$ cat config.mk
export PLATFORM = sky130hd
export DESIGN_NAME = sid_waveform_bank
export DESIGN_NICKNAME = d
export VERILOG_FILES = /design/src/rtl/sid_waveform_bank.sv
export SDC_FILE = /design/constraint.sdc
export NUM_CORES = 1
export LEC_CHECK = 0
export ABC_AREA = 1
export CORE_MARGIN = 1.5
export CORE_UTILIZATION = 54
export CTS_BUF_LIST = sky130_fd_sc_hd__clkbuf_16
export DETAILED_ROUTE_END_ITERATION = 8
export GPL_ROUTABILITY_DRIVEN = 1
export HOLD_SLACK_MARGIN = 0.03
export PLACE_DENSITY = 0.75
export SYNTH_ARGS = -nofsm -noshare
export SYNTH_HDL_FRONTEND = slang
export SYNTH_SLANG_ARGS = --single-unit
export TNS_END_PERCENT = 1
$ cat constraint.sdc
create_clock -name clk -period 11.5 [get_ports clk]
set_clock_uncertainty 0.05 [all_clocks]
set_input_delay 3.45 -clock clk [delete_from_list [all_inputs] [get_ports clk]]
set_output_delay 3.45 -clock clk [all_outputs]
set_load 0.02 [all_outputs]
$ cat src/rtl/sid_waveform_bank.sv
// sid_waveform_bank: time-multiplexed SID oscillator and waveform bank.
// Each tick runs one sweep: CALC (adders, pulse compare), COMMIT (osc/noise
// update with hard sync and test handling), then EMIT (one voice per cycle).
module sid_waveform_bank #(
   parameter int VOICES    = 3,
   parameter int OSC_W     = 24,
   parameter int NOISE_TTL = 'h8000,
   parameter int OSC_INIT  = 1
) (
   input  logic                      clk,
   input  logic                      res,
   input  logic                      tick,
   input  logic [VOICES*16-1:0]      freq,
   input  logic [VOICES*12-1:0]      pw,
   input  logic [VOICES*8-1:0]       ctrl,
   output logic                      busy,
   output logic                      overrun,
   output logic                      out_valid,
   output logic [$clog2(VOICES)-1:0] out_voice,
   output logic [3:0]                out_sel,
   output logic [11:0]               out_saw_tri,
   output logic                      out_pulse,
   output logic [7:0]                out_noise
);

   localparam int VW  = $clog2(VOICES);
   localparam int MSB = OSC_W - 1;
   localparam logic [VW-1:0] LAST = VW'(VOICES - 1);

   // ctrl bit positions
   localparam int C_NOISE = 7;
   localparam int C_PULSE = 6;
   localparam int C_SAW   = 5;
   localparam int C_TRI   = 4;
   localparam int C_TEST  = 3;
   localparam int C_RING  = 2;
   localparam int C_SYNC  = 1;

   // LFSR bits routed to out_noise: 20,18,14,11,9,5,2,0
   localparam logic [22:0] TAP_MASK = 23'h144A25;

   function automatic logic [OSC_W-1:0] init_pattern();
      logic [OSC_W-1:0] p;
      p = '0;
      if (OSC_INIT != 0) begin
         for (int unsigned i = 0; i < OSC_W; i += 2) p[i] = 1'b1;
      end
      return p;
   endfunction

   localparam logic [OSC_W-1:0] OSC_RST = init_pattern();

   function automatic logic [7:0] taps(input logic [22:0] n);
      return {n[20], n[18], n[14], n[11], n[9], n[5], n[2], n[0]};
   endfunction

   typedef enum logic [1:0] {IDLE, CALC, COMMIT, EMIT} state_t;

   state_t          state, state_nx;
   logic [VW-1:0]   idx, idx_nx;

   // per-voice state
   logic [OSC_W-1:0] osc        [VOICES];
   logic [OSC_W-1:0] nxt        [VOICES];
   logic             rise       [VOICES];
   logic [22:0]      noise      [VOICES];
   logic             pulse      [VOICES];
   logic             osc19_prev [VOICES];
   logic [23:0]      test_age   [VOICES];

   // unpacked per-voice inputs
   logic [15:0] f_arr [VOICES];
   logic [11:0] p_arr [VOICES];
   logic [7:0]  c_arr [VOICES];
   logic        gate_unused;

   // current-voice datapath
   logic [VW-1:0]    src, src2;
   logic [7:0]       cv;
   logic             test_v, rise_now, pulse_now, req_v, req_s, zero_v, x;
   logic [OSC_W-1:0] sum, new_osc;
   logic [22:0]      noise_nx;
   logic [23:0]      age_nx;
   logic [11:0]      top, saw_tri;

   // Split the packed per-voice buses; gate belongs to the envelope, not here
   always_comb begin
      gate_unused = 1'b0;
      for (int unsigned v = 0; v < VOICES; v++) begin
         f_arr[v]    = freq[16*v +: 16];
         p_arr[v]    = pw[12*v +: 12];
         c_arr[v]    = ctrl[8*v +: 8];
         gate_unused = gate_unused ^ c_arr[v][0];
      end
   end

   // Datapath for the voice selected by idx (shared by CALC, COMMIT and EMIT)
   always_comb begin
      src       = (idx == '0) ? LAST : idx - 1'b1;
      src2      = (src == '0) ? LAST : src - 1'b1;
      cv        = c_arr[idx];
      test_v    = cv[C_TEST];
      sum       = osc[idx] + OSC_W'(f_arr[idx]);
      rise_now  = ~osc[idx][MSB] & sum[MSB];
      pulse_now = (osc[idx][MSB -: 12] >= p_arr[idx]) | test_v;
      // a voice is only synced when its source is not itself being synced,
      // so a full ring of simultaneous requests cancels out
      req_v     = cv[C_SYNC] & rise[src];
      req_s     = c_arr[src][C_SYNC] & rise[src2];
      zero_v    = test_v | (req_v & ~req_s & ~c_arr[src][C_TEST]);
      new_osc   = zero_v ? '0 : nxt[idx];

      noise_nx  = noise[idx];
      age_nx    = test_age[idx];
      if (test_v) begin
         if (test_age[idx] == 24'(NOISE_TTL)) noise_nx = '1;
         if (test_age[idx] != '1) age_nx = test_age[idx] + 24'd1;
      end else if (test_age[idx] != '0) begin
         // nonzero age with test low marks the falling edge of test
         noise_nx = {noise[idx][21:0], 1'b1};
         age_nx   = '0;
      end else if (~osc19_prev[idx] & new_osc[OSC_W-5]) begin
         noise_nx = {noise[idx][21:0], noise[idx][22] ^ noise[idx][17]};
      end
      if (cv[C_NOISE] & (cv[C_PULSE] | cv[C_SAW] | cv[C_TRI])) begin
         noise_nx = noise_nx & ~TAP_MASK;
      end

      top     = osc[idx][MSB -: 12];
      x       = ~cv[C_SAW] & (osc[idx][MSB] ^ (cv[C_RING] & ~osc[src][MSB]));
      saw_tri = {top[11], top[10:0] ^ {11{x}}};
   end

   // Next-state logic: each active state walks idx over all voices
   always_comb begin
      state_nx = state;
      idx_nx   = idx;
      busy     = (state != IDLE);
      unique case (state)
         IDLE: begin
            if (tick) begin
               state_nx = CALC;
               idx_nx   = '0;
            end
         end
         CALC: begin
            if (idx == LAST) begin
               state_nx = COMMIT;
               idx_nx   = '0;
            end else begin
               idx_nx = idx + 1'b1;
            end
         end
         COMMIT: begin
            if (idx == LAST) begin
               state_nx = EMIT;
               idx_nx   = '0;
            end else begin
               idx_nx = idx + 1'b1;
            end
         end
         EMIT: begin
            if (idx == LAST) begin
               state_nx = IDLE;
               idx_nx   = '0;
            end else begin
               idx_nx = idx + 1'b1;
            end
         end
      endcase
   end

   // FSM state, voice index and sticky overrun flag
   always_ff @(posedge clk or posedge res) begin
      if (res) begin
         state   <= IDLE;
         idx     <= '0;
         overrun <= 1'b0;
      end else begin
         state <= state_nx;
         idx   <= idx_nx;
         if (tick && busy) overrun <= 1'b1;
      end
   end

   // Per-voice state: CALC stages adder/pulse results, COMMIT applies them
   always_ff @(posedge clk or posedge res) begin
      if (res) begin
         for (int unsigned v = 0; v < VOICES; v++) begin
            osc[v]        <= OSC_RST;
            nxt[v]        <= '0;
            rise[v]       <= 1'b0;
            noise[v]      <= '1;
            pulse[v]      <= 1'b0;
            osc19_prev[v] <= 1'b0;
            test_age[v]   <= '0;
         end
      end else begin
         unique case (state)
            CALC: begin
               nxt[idx]   <= sum;
               rise[idx]  <= rise_now;
               pulse[idx] <= pulse_now;
            end
            COMMIT: begin
               osc[idx]        <= new_osc;
               noise[idx]      <= noise_nx;
               test_age[idx]   <= age_nx;
               osc19_prev[idx] <= new_osc[OSC_W-5];
            end
            default: ;
         endcase
      end
   end

   // Registered emit port; fields hold between emits
   always_ff @(posedge clk or posedge res) begin
      if (res) begin
         out_valid   <= 1'b0;
         out_voice   <= '0;
         out_sel     <= '0;
         out_saw_tri <= '0;
         out_pulse   <= 1'b0;
         out_noise   <= '0;
      end else begin
         out_valid <= (state == EMIT);
         if (state == EMIT) begin
            out_voice   <= idx;
            out_sel     <= cv[7:4];
            out_saw_tri <= saw_tri;
            out_pulse   <= pulse[idx];
            out_noise   <= taps(noise[idx]);
         end
      end
   end

endmodule

==> flow_summary.html <==
<table>
<tr><th>Metric</th><th>Value</th></tr>
<tr><th colspan="2">Synthesis</th></tr>
<tr><td>Ys flop type</td><td>dfrtp_1</td></tr>
<tr><td>Cells taking the most area after synthesis</td><td>dfrtp_1 30%, nand2_1 16%, dfstp_2 15%</td></tr>
<tr><td>Top cell type by total area after synthesis</td><td>dfrtp_1</td></tr>
<tr><td>Proportion of synthesized chip area in sequential cells</td><td>0.448</td></tr>
<tr><td>Yosys warns</td><td>0</td></tr>
<tr><td>Unique cell type count in the Yosys netlist</td><td>49</td></tr>
<tr><td>Async set or reset register ratio after synthesis</td><td>1.00</td></tr>
<tr><td>Post-Syn Instances</td><td>2481</td></tr>
<tr><td>Number of register bits inferred by synthesis</td><td>324</td></tr>
<tr><td>Mean cell area of the mapped netlist</td><td>7.42 um2</td></tr>
<tr><td>Syn Nets</td><td>2634</td></tr>
<tr><td>Netlist area before placement</td><td>0.0184 mm2</td></tr>
<tr><td>Proportion of netlist area held by the largest area contributor</td><td>0.298</td></tr>
<tr><td>Number of synthesized flops with an enable pin</td><td>0</td></tr>
<tr><th colspan="2">Worst setup path</th></tr>
<tr><td>Nature of the critical path startpoint</td><td>input port</td></tr>
<tr><td>Critical path data required time</td><td>11890 ps</td></tr>
<tr><td>Arrival time of data at the critical path endpoint</td><td>6730 ps</td></tr>
<tr><td>Buffers plus inverters on the worst setup path</td><td>2</td></tr>
<tr><td>Cell with the largest stage delay on the worst path</td><td>clkdlybuf4s50_1</td></tr>
<tr><td>Series of cell instances along the critical path</td><td>clkdlybuf4s50_1 &gt; or2_2 &gt; a32oi_1 &gt; inv_1 &gt; ha_1 &gt; nand2_1 &gt; nand2_1 &gt; o21ai_0 &gt; o21bai_1 &gt; nand3_1 &gt; nand2_1 &gt; nand2_1 &gt; nand2_1 &gt; nand2_1 &gt; nor3_1 &gt; ha_1 &gt; o21ai_0</td></tr>
<tr><td>Peak per-stage delay on the critical path</td><td>390 ps</td></tr>
<tr><td>Largest fanout on the critical path</td><td>3</td></tr>
<tr><td>Most common cell on crit path</td><td>nand2_1</td></tr>
<tr><td>FF-to-FF Start</td><td>idx[0]</td></tr>
<tr><td>Critical Path End Type</td><td>flop</td></tr>
<tr><td>Critical Path Source</td><td>freq[17]</td></tr>
<tr><td>Worst Setup Path Type</td><td>input port to flop</td></tr>
<tr><td>Top cell family by delay on the critical path</td><td>simple AND/OR/NAND/NOR gates</td></tr>
<tr><th colspan="2">STA</th></tr>
<tr><td>Number of hold violations in the final report</td><td>0</td></tr>
<tr><td>Final period demand of the worst path</td><td>6340 ps</td></tr>
<tr><td>Max Slew Vio Count</td><td>0</td></tr>
<tr><td>Highest clock rate</td><td>0.158 GHz</td></tr>
<tr><td>Unrepaired setup endpoints after global routing</td><td>no</td></tr>
<tr><td>Setup_tns</td><td>0 ps</td></tr>
<tr><td>Headroom to the max-slew limit</td><td>0.254</td></tr>
<tr><td>Measured slew at the worst slew-check pin</td><td>1120 ps</td></tr>
<tr><td>Setup violations, final</td><td>0</td></tr>
<tr><td>Share of the clock period used by the worst path</td><td>0.551</td></tr>
<tr><th colspan="2">Routing</th></tr>
<tr><td>Avg Vias per Cell</td><td>5.68</td></tr>
<tr><td>1st-iter DRT viols</td><td>1458</td></tr>
<tr><td>Routed Wire Length</td><td>51700 um</td></tr>
<tr><td>Number of detailed-routing iterations run before antenna repair</td><td>6</td></tr>
<tr><td>Routed wire length per instance</td><td>17.2 um</td></tr>
<tr><td>Post-route ant nets</td><td>0</td></tr>
<tr><td>DRC violation count after routing</td><td>0</td></tr>
<tr><td>Count of vias placed by the detailed router</td><td>17100</td></tr>
<tr><th colspan="2">Place</th></tr>
<tr><td>Detailed Place HPWL</td><td>31600 um</td></tr>
<tr><td>Placement-stage cell area</td><td>0.0199 mm2</td></tr>
<tr><td>Routability Congestion</td><td>0.914</td></tr>
<tr><td>Total of buffers placed on input and output ports</td><td>137</td></tr>
<tr><th colspan="2">Power and ir drop</th></tr>
<tr><td>Leak Pwr</td><td>9.90 nW</td></tr>
<tr><td>Internal Dissipation</td><td>0.00353 W</td></tr>
<tr><td>Power density of the placed cells</td><td>313 mW/mm2</td></tr>
<tr><td>Combinational fraction of design power</td><td>0.523</td></tr>
<tr><td>Switch share</td><td>0.464</td></tr>
<tr><td>Relative contribution of the clock network to total power</td><td>0.170</td></tr>
<tr><td>Worst ir drop on vdd</td><td>162 uV</td></tr>
<tr><td>Fraction of power consumed by sequential logic</td><td>0.307</td></tr>
<tr><td>Switching Power</td><td>0.00305 W</td></tr>
<tr><th colspan="2">Final layout</th></tr>
<tr><td>Area Overhead vs Synth</td><td>14.2%</td></tr>
<tr><td>Total non-filler cell area in the finished layout</td><td>0.0210 mm2</td></tr>
<tr><td>Most frequent cells in the layout</td><td>799 x nand2_1, 327 x o21ai_0, 231 x nand3_1</td></tr>
<tr><td>Proportion of layout cells with a drive suffix above 1</td><td>0.106</td></tr>
<tr><td>Number of diodes added for antenna fixing</td><td>0</td></tr>
<tr><td>Net count of the finished layout</td><td>2685</td></tr>
<tr><td>Most common library cell in the layout ignoring fill and taps</td><td>nand2_1</td></tr>
<tr><td>Number of filler cells placed in the layout</td><td>3004</td></tr>
<tr><th colspan="2">Floorplanning</th></tr>
<tr><td>Core Rows</td><td>67</td></tr>
<tr><td>Die height</td><td>188 um</td></tr>
<tr><td>Core Footprint</td><td>0.0335 mm2</td></tr>
<tr><td>Die outline area</td><td>0.0352 mm2</td></tr>
<tr><td>Die boundary width</td><td>188 um</td></tr>
<tr><td>I/O pin count</td><td>141</td></tr>
<tr><td>Initial Util</td><td>0.549</td></tr>
<tr><th colspan="2">Clocking</th></tr>
<tr><td>Largest buffer count on any clock path</td><td>3</td></tr>
<tr><td>PostCTS Resize Cnt</td><td>0</td></tr>
<tr><td>CTS tree</td><td>done</td></tr>
<tr><td>Number of clock buffers inserted by TritonCTS</td><td>37</td></tr>
<tr><td>Clock transition at path regs</td><td>60 ps</td></tr>
<tr><td>Worst skew pair latency</td><td>530 ps</td></tr>
<tr><td>Number of sinks on the clock net</td><td>324</td></tr>
<tr><td>Number of setup buffers added after CTS</td><td>0</td></tr>
<tr><td>Cell at the root of the clock tree</td><td>clkbuf_16</td></tr>
<tr><td>Total of hold buffers inserted after clock tree synthesis</td><td>0</td></tr>
<tr><td>Number of H-tree levels</td><td>2</td></tr>
<tr><th colspan="2">GRT</th></tr>
<tr><td>Antenna violations before repair</td><td>0</td></tr>
<tr><td>Leftover overflow at the end of global routing</td><td>0</td></tr>
<tr><td>First-pass GRT wire length</td><td>85500 um</td></tr>
<tr><td>Maximum number of pins on one net before global-route repair</td><td>190</td></tr>
<tr><td>Vias in the first global route</td><td>16900</td></tr>
<tr><td>Total routing resource utilization after global routing</td><td>0.295</td></tr>
<tr><th colspan="2">Hold path</th></tr>
<tr><td>Beginning of the worst hold path</td><td>overrun</td></tr>
<tr><td>Class of the tightest hold or removal check</td><td>flop to flop</td></tr>
<tr><th colspan="2">Flow run</th></tr>
<tr><td>Count of maximum capacitance violations</td><td>0</td></tr>
<tr><th colspan="2">Outcome</th></tr>
<tr><td>Outcome</td><td>complete, no violations</td></tr>
</table>
power groups by stage:
stage	clock network, W	registers, W	logic (W)
3_5_place_dp	0	0.00202	0.00340
3_3_place_gp	0	0.00200	0.00331
6_report	0.00112	0.00202	0.00345
5_1_grt	0.00118	0.00208	0.00390
4_1_cts	0.00113	0.00202	0.00343
2_1_floorplan	0	0.00199	0.00250
cell usage after synthesis (all sizes together), types with 6 or more instances:
| cell | count |
|---|---|
| nand4 | 13 |
| nand2 | 806 |
| a32oi | 22 |
| a22oi | 6 |
| buf | 53 |
| dfrtp | 219 |
| a21oi | 38 |
| ha | 41 |
| nor2 | 178 |
| inv | 155 |
| clkbuf | 92 |
| a2bb2oi | 11 |
| o21ai | 374 |
| nand3b | 10 |
| xor2 | 24 |
| or2 | 57 |
| nor3 | 9 |
| nand3 | 239 |
| dfstp | 105 |
sequential cells by signal, summed over array words and instances (netlist names):
register,count
idx,2
noise,69
nxt,72
osc,72
out_noise,8
out_pulse,1
out_saw_tri,12
out_sel,4
out_valid,1
out_voice,2
overrun,1
pulse,3
rise,3
state,2
test_age,72
metal layers:
layer,wire (um),global-route usage,vias to the layer above
li1,-,-,8201
met5,0,0,-
met3,3110,0.0341,110
met1,21800,0.380,8168
met2,25400,0.519,597
met4,1390,0.0935,0
area by class of cell:
| cell class | instances | area [um2] | area share |
|---|---|---|---|
| Inverter | 156 | 597 | 0.0284 |
| Tap cell | 448 | 561 | 0.0267 |
| Sequential cell | 324 | 8240 | 0.392 |
| Clock inverter | 28 | 176 | 0.00840 |
| Timing Repair Buffer | 157 | 1530 | 0.0730 |
| Clock buffer | 38 | 951 | 0.0453 |
| Multi-Input combinational cell | 1856 | 8950 | 0.426 |
through the flow:
| stage | setup WS [ps] | utilization | hold slack (ps) | cells | power [W] |
|---|---|---|---|---|---|
| 2_1_floorplan | 3760 | - | 394 | 2481 | 0.00449 |
| 6_report | 5160 | 0.627 | 413 | 3007 | 0.00659 |
| 4_1_cts | 5160 | 0.627 | 415 | 3007 | 0.00658 |
| 5_1_grt | 4870 | 0.627 | 427 | 3007 | 0.00715 |
| 3_5_place_dp | 4620 | 0.593 | 401 | 2941 | 0.00542 |
| 3_3_place_gp | 4680 | 0.593 | 393 | 2941 | 0.00531 |
worst paths after layout:
kind	to	slack [ps]	cells after the start
max	nxt[71]	5160	17
min	overrun	410	1
max reg2reg	test_age[25]	5510	17
min reg2reg	overrun	410	1
max in group asynchronous	nxt[42]	6330	4
min in group asynchronous	test_age[37]	3210	2
cell families (layout without fill, tap and decap cells):
| family | count (synthesis) | count (layout) | synth area share |
|---|---|---|---|
| compound gates | 469 | 469 | 0.139 |
| xor+xnor | 29 | 29 | 0.0138 |
| fa+ha+maj | 42 | 42 | 0.0290 |
| buf+inv | 301 | 379 | 0.0672 |
| flops | 324 | 324 | 0.448 |
| simple gates | 1316 | 1316 | 0.303 |
Power figures use the tool's default switching activity.
